### src/rtl/imm_ext_ctrl.sv
// -----------------------------------------------------------------------------
// imm_ext_ctrl
// Decode-stage immediate controller. Each instruction that Fetch hands over is
// classified by its opcode. The controller builds the extended immediate
// (sign, zero or LUI upper) and queues the result in a 2-entry skid buffer
// toward EX. The buffer decouples Fetch from an EX stage that can stall.
// A flush drops every buffered entry. A saturating counter records the cycles
// in which Fetch was held off.
//
// Ports
//   clock          rising-edge clock
//   i_rst_n        synchronous reset, active low (takes priority over flush)
//   i_flush        discard all buffered entries (branch mispredict)
//   i_valid_F      Fetch presents an instruction
//   i_instr_F      instruction word
//   o_ready_F      controller accepts an instruction this cycle (registered)
//   o_valid_D      head entry valid toward EX (registered)
//   i_ready_E      EX accepts the head entry this cycle
//   o_data_immD    extended immediate of the head entry
//   o_con_signext  head entry used sign extension
//   o_imm_kind     00 NONE, 01 SIGN, 10 ZERO, 11 UPPER
//   o_stall_cnt    saturating count of cycles with i_valid_F=1 and o_ready_F=0
// -----------------------------------------------------------------------------
module imm_ext_ctrl #(
  parameter int DATA_W = 32,
  parameter int IMM_W  = 16,
  parameter int CNT_W  = 16
) (
  input  logic              clock,
  input  logic              i_rst_n,
  input  logic              i_flush,
  input  logic              i_valid_F,
  input  logic [DATA_W-1:0] i_instr_F,
  output logic              o_ready_F,
  output logic              o_valid_D,
  input  logic              i_ready_E,
  output logic [DATA_W-1:0] o_data_immD,
  output logic              o_con_signext,
  output logic [1:0]        o_imm_kind,
  output logic [CNT_W-1:0]  o_stall_cnt
);

  localparam logic [1:0] KIND_NONE  = 2'b00;
  localparam logic [1:0] KIND_SIGN  = 2'b01;
  localparam logic [1:0] KIND_ZERO  = 2'b10;
  localparam logic [1:0] KIND_UPPER = 2'b11;

  // The state encodes how many entries are buffered.
  typedef enum logic [1:0] {
    ST_EMPTY = 2'd0,
    ST_ONE   = 2'd1,
    ST_FULL  = 2'd2
  } state_e;

  typedef struct packed {
    logic [DATA_W-1:0] data;
    logic              signext;
    logic [1:0]        kind;
  } entry_t;

  // Builds the buffered entry for one instruction word from its opcode.
  function automatic entry_t decode_entry(input logic [DATA_W-1:0] instr);
    entry_t           e;
    logic [IMM_W-1:0] imm;
    logic [5:0]       op;
    imm       = instr[IMM_W-1:0];
    op        = instr[DATA_W-1 -: 6];
    e.data    = '0;
    e.signext = 1'b0;
    e.kind    = KIND_NONE;
    case (op)
      6'h08, 6'h09, 6'h0A, 6'h0B, 6'h04, 6'h05, 6'h23, 6'h2B: begin
        e.data    = {{(DATA_W-IMM_W){imm[IMM_W-1]}}, imm};
        e.signext = 1'b1;
        e.kind    = KIND_SIGN;
      end
      6'h0C, 6'h0D, 6'h0E: begin
        e.data    = {{(DATA_W-IMM_W){1'b0}}, imm};
        e.signext = 1'b0;
        e.kind    = KIND_ZERO;
      end
      6'h0F: begin
        e.data    = {imm, {(DATA_W-IMM_W){1'b0}}};
        e.signext = 1'b0;
        e.kind    = KIND_UPPER;
      end
      default: begin
        e.data    = '0;
        e.signext = 1'b0;
        e.kind    = KIND_NONE;
      end
    endcase
    return e;
  endfunction

  state_e           state_q, state_d;
  logic             ready_q, ready_d;
  logic             valid_q, valid_d;
  entry_t           head_q,  head_d;
  entry_t           tail_q,  tail_d;
  logic [CNT_W-1:0] stall_q, stall_d;

  logic             push_s;
  logic             pop_s;
  entry_t           new_entry_s;

  // Computes the next buffer state, the head/tail entries and the stall count.
  always_comb begin
    state_d     = state_q;
    valid_d     = valid_q;
    head_d      = head_q;
    tail_d      = tail_q;
    stall_d     = stall_q;
    push_s      = i_valid_F & ready_q;
    pop_s       = valid_q & i_ready_E;
    new_entry_s = decode_entry(i_instr_F);

    // Counting continues during a flush. The flush only affects the buffer.
    if (i_valid_F && !ready_q && (stall_q != {CNT_W{1'b1}})) begin
      stall_d = stall_q + {{(CNT_W-1){1'b0}}, 1'b1};
    end else begin
      stall_d = stall_q;
    end

    if (i_flush) begin
      state_d = ST_EMPTY;
      valid_d = 1'b0;
      head_d  = '0;
    end else begin
      case (state_q)
        ST_EMPTY: begin
          if (push_s) begin
            state_d = ST_ONE;
            valid_d = 1'b1;
            head_d  = new_entry_s;
          end else begin
            state_d = ST_EMPTY;
          end
        end
        ST_ONE: begin
          if (push_s && pop_s) begin
            head_d = new_entry_s;
          end else if (push_s) begin
            state_d = ST_FULL;
            tail_d  = new_entry_s;
          end else if (pop_s) begin
            state_d = ST_EMPTY;
            valid_d = 1'b0;
          end else begin
            state_d = ST_ONE;
          end
        end
        ST_FULL: begin
          // ready_q is low here, so no push can land in the same cycle as the pop.
          if (pop_s) begin
            state_d = ST_ONE;
            head_d  = tail_q;
          end else begin
            state_d = ST_FULL;
          end
        end
        default: begin
          state_d = ST_EMPTY;
          valid_d = 1'b0;
          head_d  = '0;
        end
      endcase
    end

    ready_d = (state_d != ST_FULL);
  end

  // Holds the state and the registered outputs. Reset takes priority over everything else.
  always_ff @(posedge clock) begin
    if (!i_rst_n) begin
      state_q <= ST_EMPTY;
      ready_q <= 1'b1;
      valid_q <= 1'b0;
      head_q  <= '0;
      tail_q  <= '0;
      stall_q <= '0;
    end else begin
      state_q <= state_d;
      ready_q <= ready_d;
      valid_q <= valid_d;
      head_q  <= head_d;
      tail_q  <= tail_d;
      stall_q <= stall_d;
    end
  end

  assign o_ready_F     = ready_q;
  assign o_valid_D     = valid_q;
  assign o_data_immD   = head_q.data;
  assign o_con_signext = head_q.signext;
  assign o_imm_kind    = head_q.kind;
  assign o_stall_cnt   = stall_q;

endmodule

### config.mk
export PLATFORM = sky130hd
export DESIGN_NAME = imm_ext_ctrl
export DESIGN_NICKNAME = d
export VERILOG_FILES = /design/src/rtl/imm_ext_ctrl.sv
export SDC_FILE = /design/constraint.sdc
export NUM_CORES = 1
export LEC_CHECK = 0
export CAP_MARGIN = 20
export CORE_ASPECT_RATIO = 0.75
export CORE_UTILIZATION = 55
export CTS_CLUSTER_DIAMETER = 100
export CTS_CLUSTER_SIZE = 24
export DETAILED_ROUTE_END_ITERATION = 7
export HOLD_SLACK_MARGIN = 0.05
export PLACE_DENSITY_LB_ADDON = 0.12
export SYNTH_ARGS = -nofsm -noshare
export SYNTH_HDL_FRONTEND = slang
export SYNTH_SLANG_ARGS = --single-unit
### constraint.sdc
create_clock -name clock -period 4.6 [get_ports clock]
set_clock_uncertainty 0.1 [all_clocks]
set_input_delay 0.69 -clock clock [delete_from_list [all_inputs] [get_ports clock]]
set_output_delay 0.69 -clock clock [all_outputs]
set_load 0.02 [all_outputs]
==> flow_metrics.tcl, run 1 <==
set metrics [dict create \
    synthMuxAreaShare 0.00729 \
    clock_path_buffers 2 \
    syn_inst 494 \
    cts_inserted_buffers 9 \
    setup_tns_ns 0 \
    dr.pass1.iters 5 \
    power_switching_w 0.000392 \
    nets 595 \
    grt_start_max_net_pins 71 \
    grt_use_met3 0.0802 \
    crit_chain "clkdlybuf4s50_1, buf_4, inv_1, nor2_1, buf_4, o21ai_0, a31oi_1" \
    synthFlopType "dfxtp_1" \
    max_freq_mhz 325 \
    start_kind "input port" \
    met2_usage 0.443 \
    setup_viol 0 \
    p_per_area_nw_per_um2 309 \
    ios 90 \
    post-route-period-util 0.670 \
    routedWlPerCell_um 17.2 \
    cts.repair.resized 0 \
    synth_compound_area_frac 0.263 \
    ctsHoldBuffers 0 \
    ys_top_cells_by_area "dfxtp_1 (44%), o21ai_0 (6.8%), a31oi_1 (5.2%), nand2_1 (4.4%), nor3_1 (3.6%)" \
    die_w_um 102 \
    antenna_found_initial 0 \
    place.gp.congestion 0.843 \
    cts_tree "done" \
    irDropWorstVdd_mv 0.166 \
    synth_top_family_by_area "compound AO/OA/AOI/OAI gates" \
    via_per_inst 6.14 \
    synth_xor_area_frac 0.00213 \
    fill_cells 561 \
    holdCritPathClass "register to register" \
    p_leak_nw 1.77 \
    synth-seq-cells 90 \
    slowest_delay_ns 0.67 \
    area_delta_synth_final_pct 25.6 \
    clock_latency_ns 0.36 \
    num_vias 4048 \
    h-tree-depth 3 \
    swShare 0.246 \
    syn_area_per_cell_um2 8.34 \
    grt_pass1_wl_mm 18.0 \
    n_antenna_cell 0 \
    grt_pass1_vias 3612 \
    yosysMostFrequentCell "dfxtp_1" \
    ys_top_cells_by_count "dfxtp_1 (90), o21ai_0 (56), nand2_1 (48), a31oi_1 (34), nor3_1 (30)" \
    slowest_stage "nor2_1" \
    timing_worst_setup_path_type "input port to register" \
    regArea_um2 1800 \
    port-buffer-count 79 \
    ant_nets 0 \
    seq_area_frac_synth 0.437 \
    clock-sinks 90 \
    synthSimpleGateAreaFrac 0.221 \
    p_int_w 0.00120 \
    critPathMaxFanout 25 \
    slew_viol_final 0 \
    drt_iter0_drc 380 \
    yosys.area.top_type_share 0.437 \
    synth.distinct_cells 54 \
    end_kind "register" \
    cpMostUsedCell "buf_4" \
    stdcell_count 659 \
    start_util 0.586 \
    rsz0062_at_grt "false" \
    status "finished clean" \
    grt_use_met1 0.419 \
    pwr-share-comb 0.115 \
    grt_overflow 0 \
    hold_viol_final 0 \
    clkPwrFrac 0.379 \
    synth_top_area_cell "dfxtp_1" \
    drv_cap 0 \
    syn-num-nets 532 \
    required_ns 4.78 \
    syn_area_um2 4120 \
    coreArea_um2 7030 \
    clkTransAtPathRegs_ns 0.08 \
    power_frac_seq 0.506 \
    yosys.area_share.adder 0.00304 \
    dieArea_um2 7840 \
    num_rows 26 \
    cts_root_buf "clkbuf_8" \
    dp.cells 644 \
    drive_gt1_frac 0.0588 \
    multi_input_comb_area_um2 2060 \
    totalWireLength_mm 11.3 \
    chipHeight_um 76.9 \
    cp.arrival_ns 3.26 \
    grt-busiest-layer "met2" \
    dpl.hpwl_mm 7.37 \
    min_period_ns 3.08 \
    synth_async_sr_flop_share 0 \
    tightest_slew_ns 1.12 \
    gr-usage-all-layers 0.295 \
    yosys_warnings 0 \
    slew_headroom 0.252 \
    drc 0 \
    synth-edff-count 0 \
    cts_setup_buffers 0 \
]
[logic make-up (layout without fill, tap and decap cells)]
logic type               Yosys count  count (layout)
XOR/XNOR                           1               1
adder cells (fa/ha/maj)            1               1
buffers and inverters             64             131
flip-flops                        90              90
AND/OR/NAND/NOR                  166             166
AO/OA/AOI/OAI                    169             169
multiplexers                       3               3
[sequential cells by signal, indices dropped and copies added, names as in the netlist]
signal / cells
o_stall_cnt: 16
state_q: 2
tail_q: 35
o_con_signext: 1
o_imm_kind: 2
o_ready_F: 1
o_valid_D: 1
o_data_immD: 32
[path summary, 6_finish.rpt]
path	start	endpoint	slack, ns	depth (start not counted)
max	i_rst_n	o_data_immD[31]	1.52	7
min	tail_q[2]	tail_q[2]	0.37	2
max reg2reg	state_q[1]	tail_q[16]	2.09	5
min reg2reg	tail_q[2]	tail_q[2]	0.37	2
[critical path, delay by kind of cell]
kind                   cells  cell delay (ns)
and+or+nand+nor            1             0.67
AOI/OAI and AO/OA          2             0.37
buffers and inverters      4             1.50
[final cells by class]
type / count / share of cell area
repair buffers: 88 / 0.166
clock inverters: 4 / 0.0145
multi-input cells: 340 / 0.398
clock buffers: 11 / 0.0293
well taps: 98 / 0.0237
flip-flops and latches: 90 / 0.348
inverters: 28 / 0.0203
[power by group through the flow]
stage / Clock [W] / Combinational [W] / Sequential [W]
2_1_floorplan: 0 / 0.0000796 / 0.000841
3_3_place_gp: 0 / 0.000177 / 0.000825
3_5_place_dp: 0 / 0.000180 / 0.000826
4_1_cts: 0.000612 / 0.000181 / 0.000808
5_1_grt: 0.000652 / 0.000196 / 0.000810
6_report: 0.000605 / 0.000183 / 0.000808
[per-stage QoR]
step / utilization / hold slack (ns) / instance area (um^2) / setup WS (ns) / total power (W)
2_1_floorplan: - / 0.336 / 4120 / 2.53 / 0.000921
3_3_place_gp: 0.704 / 0.344 / 4950 / 1.28 / 0.00100
3_5_place_dp: 0.704 / 0.352 / 4950 / 1.24 / 0.00101
4_1_cts: 0.736 / 0.364 / 5170 / 1.59 / 0.00160
5_1_grt: 0.736 / 0.382 / 5170 / 1.35 / 0.00166
6_report: 0.736 / 0.366 / 5170 / 1.52 / 0.00160
[placed cells by master (no fill, tap or decap), drive strengths merged, types with 3 or more instances in the layout]
cell           instances
dfxtp                 90
clkdlybuf4s50         79
o21ai                 56
nand2                 48
a31oi                 34
nor3                  31
inv                   28
nor2                  22
a21oi                 22
nand4b                17
o21bai                16
a22o                  16
clkbuf                11
nand3                 10
buf                    9
or3                    7
o31ai                  6
nand2b                 5
or4                    4
nand4                  4
nor2b                  4
mux2i                  3
or2                    3
[metal layers]
layer	vias to the layer above	routed length (um)
li1	1929	-
met1	1921	5190
met2	183	5190
met3	15	851
met4	0	113
met5	-	0
Note: power is estimated with default switching activity, not from simulation.
==> run 2: changes to the inputs <==
--- a/config.mk
+++ b/config.mk
@@ -7,7 +7,7 @@
 export LEC_CHECK = 0
 export CAP_MARGIN = 20
 export CORE_ASPECT_RATIO = 0.75
-export CORE_UTILIZATION = 55
+export CORE_UTILIZATION = 46
 export CTS_CLUSTER_DIAMETER = 100
 export CTS_CLUSTER_SIZE = 24
 export DETAILED_ROUTE_END_ITERATION = 7
==> constraint.sdc (replaced) <==
create_clock -name clock -period 2.5 [get_ports clock]
set_clock_uncertainty 0.1 [all_clocks]
set_input_delay 0.375 -clock clock [delete_from_list [all_inputs] [get_ports clock]]
set_output_delay 0.375 -clock clock [all_outputs]
set_load 0.02 [all_outputs]
==> run 2 against run 1 <==
  * The run now ends with DRC left
  * Via count down 1.2%
  * Routed wire length up 0.49%
  * Worst hold slack better by 0.0020 ns
  * Worst setup slack worse by 1.1 ns
  * Global-route usage down 4.5 points
  * Power up 94%
  * Cell area up 3.4%
  * Core utilization down 11 points
  * Sequential cell count unchanged
  * Highest routed layer unchanged
==> flow_metrics.tcl, run 2 (same netlist as run 1, synthesis figures left out) <==
set metrics [dict create \
    place_area_um2 5070 \
    num_rows 29 \
    via_per_inst 5.86 \
    final_cell_mix "dfxtp_1 (90), clkdlybuf4s50_1 (79), o21ai_0 (56)" \
    hold_path_depth 2 \
    cts_tree "done" \
    gr-usage-all-layers 0.250 \
    end_kind "register" \
    cts.repair.resized 0 \
    area_delta_synth_final_pct 29.8 \
    cts_root_buf "clkbuf_16" \
    grt_pass1_wl_mm 18.6 \
    ctsHoldBuffers 0 \
    regMostFlops "tail_q" \
    p_leak_nw 1.85 \
    hold_viol_final 0 \
    worst-path-buf-inv 2 \
    crit_chain "clkdlybuf4s50_1, or3b_1, a311oi_4, buf_12, o21bai_1, a31oi_1" \
    clock_path_buffers 2 \
    slowest_stage "clkdlybuf4s50_1" \
    grt_overflow 0 \
    timing_worst_setup_path_type "input port to register" \
    dieArea_um2 9340 \
    cp.arrival_ns 2.25 \
    clock-sinks 90 \
    stdcell_area_um2 5350 \
    slew_viol_final 0 \
    dpl.hpwl_mm 7.53 \
    reg2reg_slack_ns 0.51 \
    slowest_delay_ns 0.52 \
    start_util 0.481 \
    fill_cells 760 \
    holdCritPathClass "register to register" \
    largest_reg_flops 35 \
    grt_start_max_net_pins 55 \
    cts_inserted_buffers 9 \
    post-route-period-util 0.834 \
    max_freq_mhz 479 \
    coreArea_um2 8560 \
    slew_headroom 0.448 \
    num_vias 3999 \
    ant_nets 0 \
    hp-start "tail_q[21]" \
    drc 10 \
    die_w_um 111 \
    totalWireLength_mm 11.4 \
    tightest_slew_ns 0.820 \
    drive_gt1_frac 0.0784 \
    cts_setup_buffers 0 \
    antenna_found_initial 0 \
    min_period_ns 2.09 \
    setup_tns_ns 0 \
    clkTransAtPathRegs_ns 0.06 \
    dr.pass1.iters 7 \
    r2r-start "state_q[1]" \
    h-tree-depth 3 \
    p_per_area_nw_per_um2 578 \
    grt_pass1_vias 3665 \
    nets 607 \
    rr_worst_depth 6 \
    chipHeight_um 84.0 \
    place.gp.congestion 0.813 \
    irDropWorstVdd_mv 0.411 \
    routedWlPerCell_um 16.7 \
    clock_latency_ns 0.34 \
    status "finished with violations" \
    required_ns 2.66 \
    drv_cap 0 \
    mostFrequentLayoutCell "dfxtp_1" \
    critPathMaxFanout 30 \
    setup_viol 0 \
    whs_endpoint "o_data_immD[18]" \
    rsz0062_at_grt "false" \
    port-buffer-count 79 \
    n_antenna_cell 0 \
    ios 90 \
    reg2reg_to "o_data_immD[5]" \
    start_kind "input port" \
    violations "DRC" \
    drt_iter0_drc 269 \
    cp_top_family "buffers and inverters" \
]
## run 2: cell type report
class	instances	area [um^2]	share of cell area
clock inverters	6	43.8	0.00819
flip-flops and latches	90	1800	0.337
repair buffers	100	973	0.182
inverters	28	105	0.0197
multi-input cells	340	2060	0.385
clock buffers	10	229	0.0428
well taps	108	135	0.0253
## run 2: worst max-delay path by stage
| stage | start | endpoint | slack, ns | depth (start not counted) |
|---|---|---|---|---|
| detailed placement | i_valid_F | tail_q[15] | 0.003 | 5 |
| global route | i_instr_F[29] | o_data_immD[27] | 0.33 | 6 |
| global placement | i_valid_F | tail_q[18] | 0.08 | 5 |
| floorplan | o_ready_F | tail_q[16] | 0.67 | 5 |
| CTS | i_valid_F | tail_q[6] | 0.36 | 5 |
| finish | i_instr_F[29] | o_data_immD[23] | 0.41 | 6 |
## run 2: routing by layer
layer	routed length (um)	GRT usage
met4	133	0.0835
met5	0	0
met1	5740	0.371
met2	4810	0.353
met3	715	0.0566
## run 2: worst register-to-register path, cell delays in order (launching register included)
cell	delay, ns
dfxtp_1	0.53
buf_4	0.38
xor2_1	0.17
a21oi_4	0.21
buf_12	0.23
o21ai_0	0.12
a31oi_1	0.17
## run 2: through the flow
stage	total power [W]	hold WS (ns)	setup WS [ns]	utilization	instances
final	0.00309	0.368	0.414	0.624	682
after floorplan	0.00169	0.336	0.672	-	494
after CTS	0.00311	0.371	0.363	0.623	681
after global routing	0.00320	0.393	0.332	0.624	682
after detailed placement	0.00187	0.359	0.00332	0.592	665
after global placement	0.00187	0.346	0.0755	0.592	665
## run 2: report_power, final
part	switching (W)	total, W	internal, W
clock	0.000575	0.00125	0.000673
combinational	0.000200	0.000354	0.000154
sequential	0.0000201	0.00149	0.00147
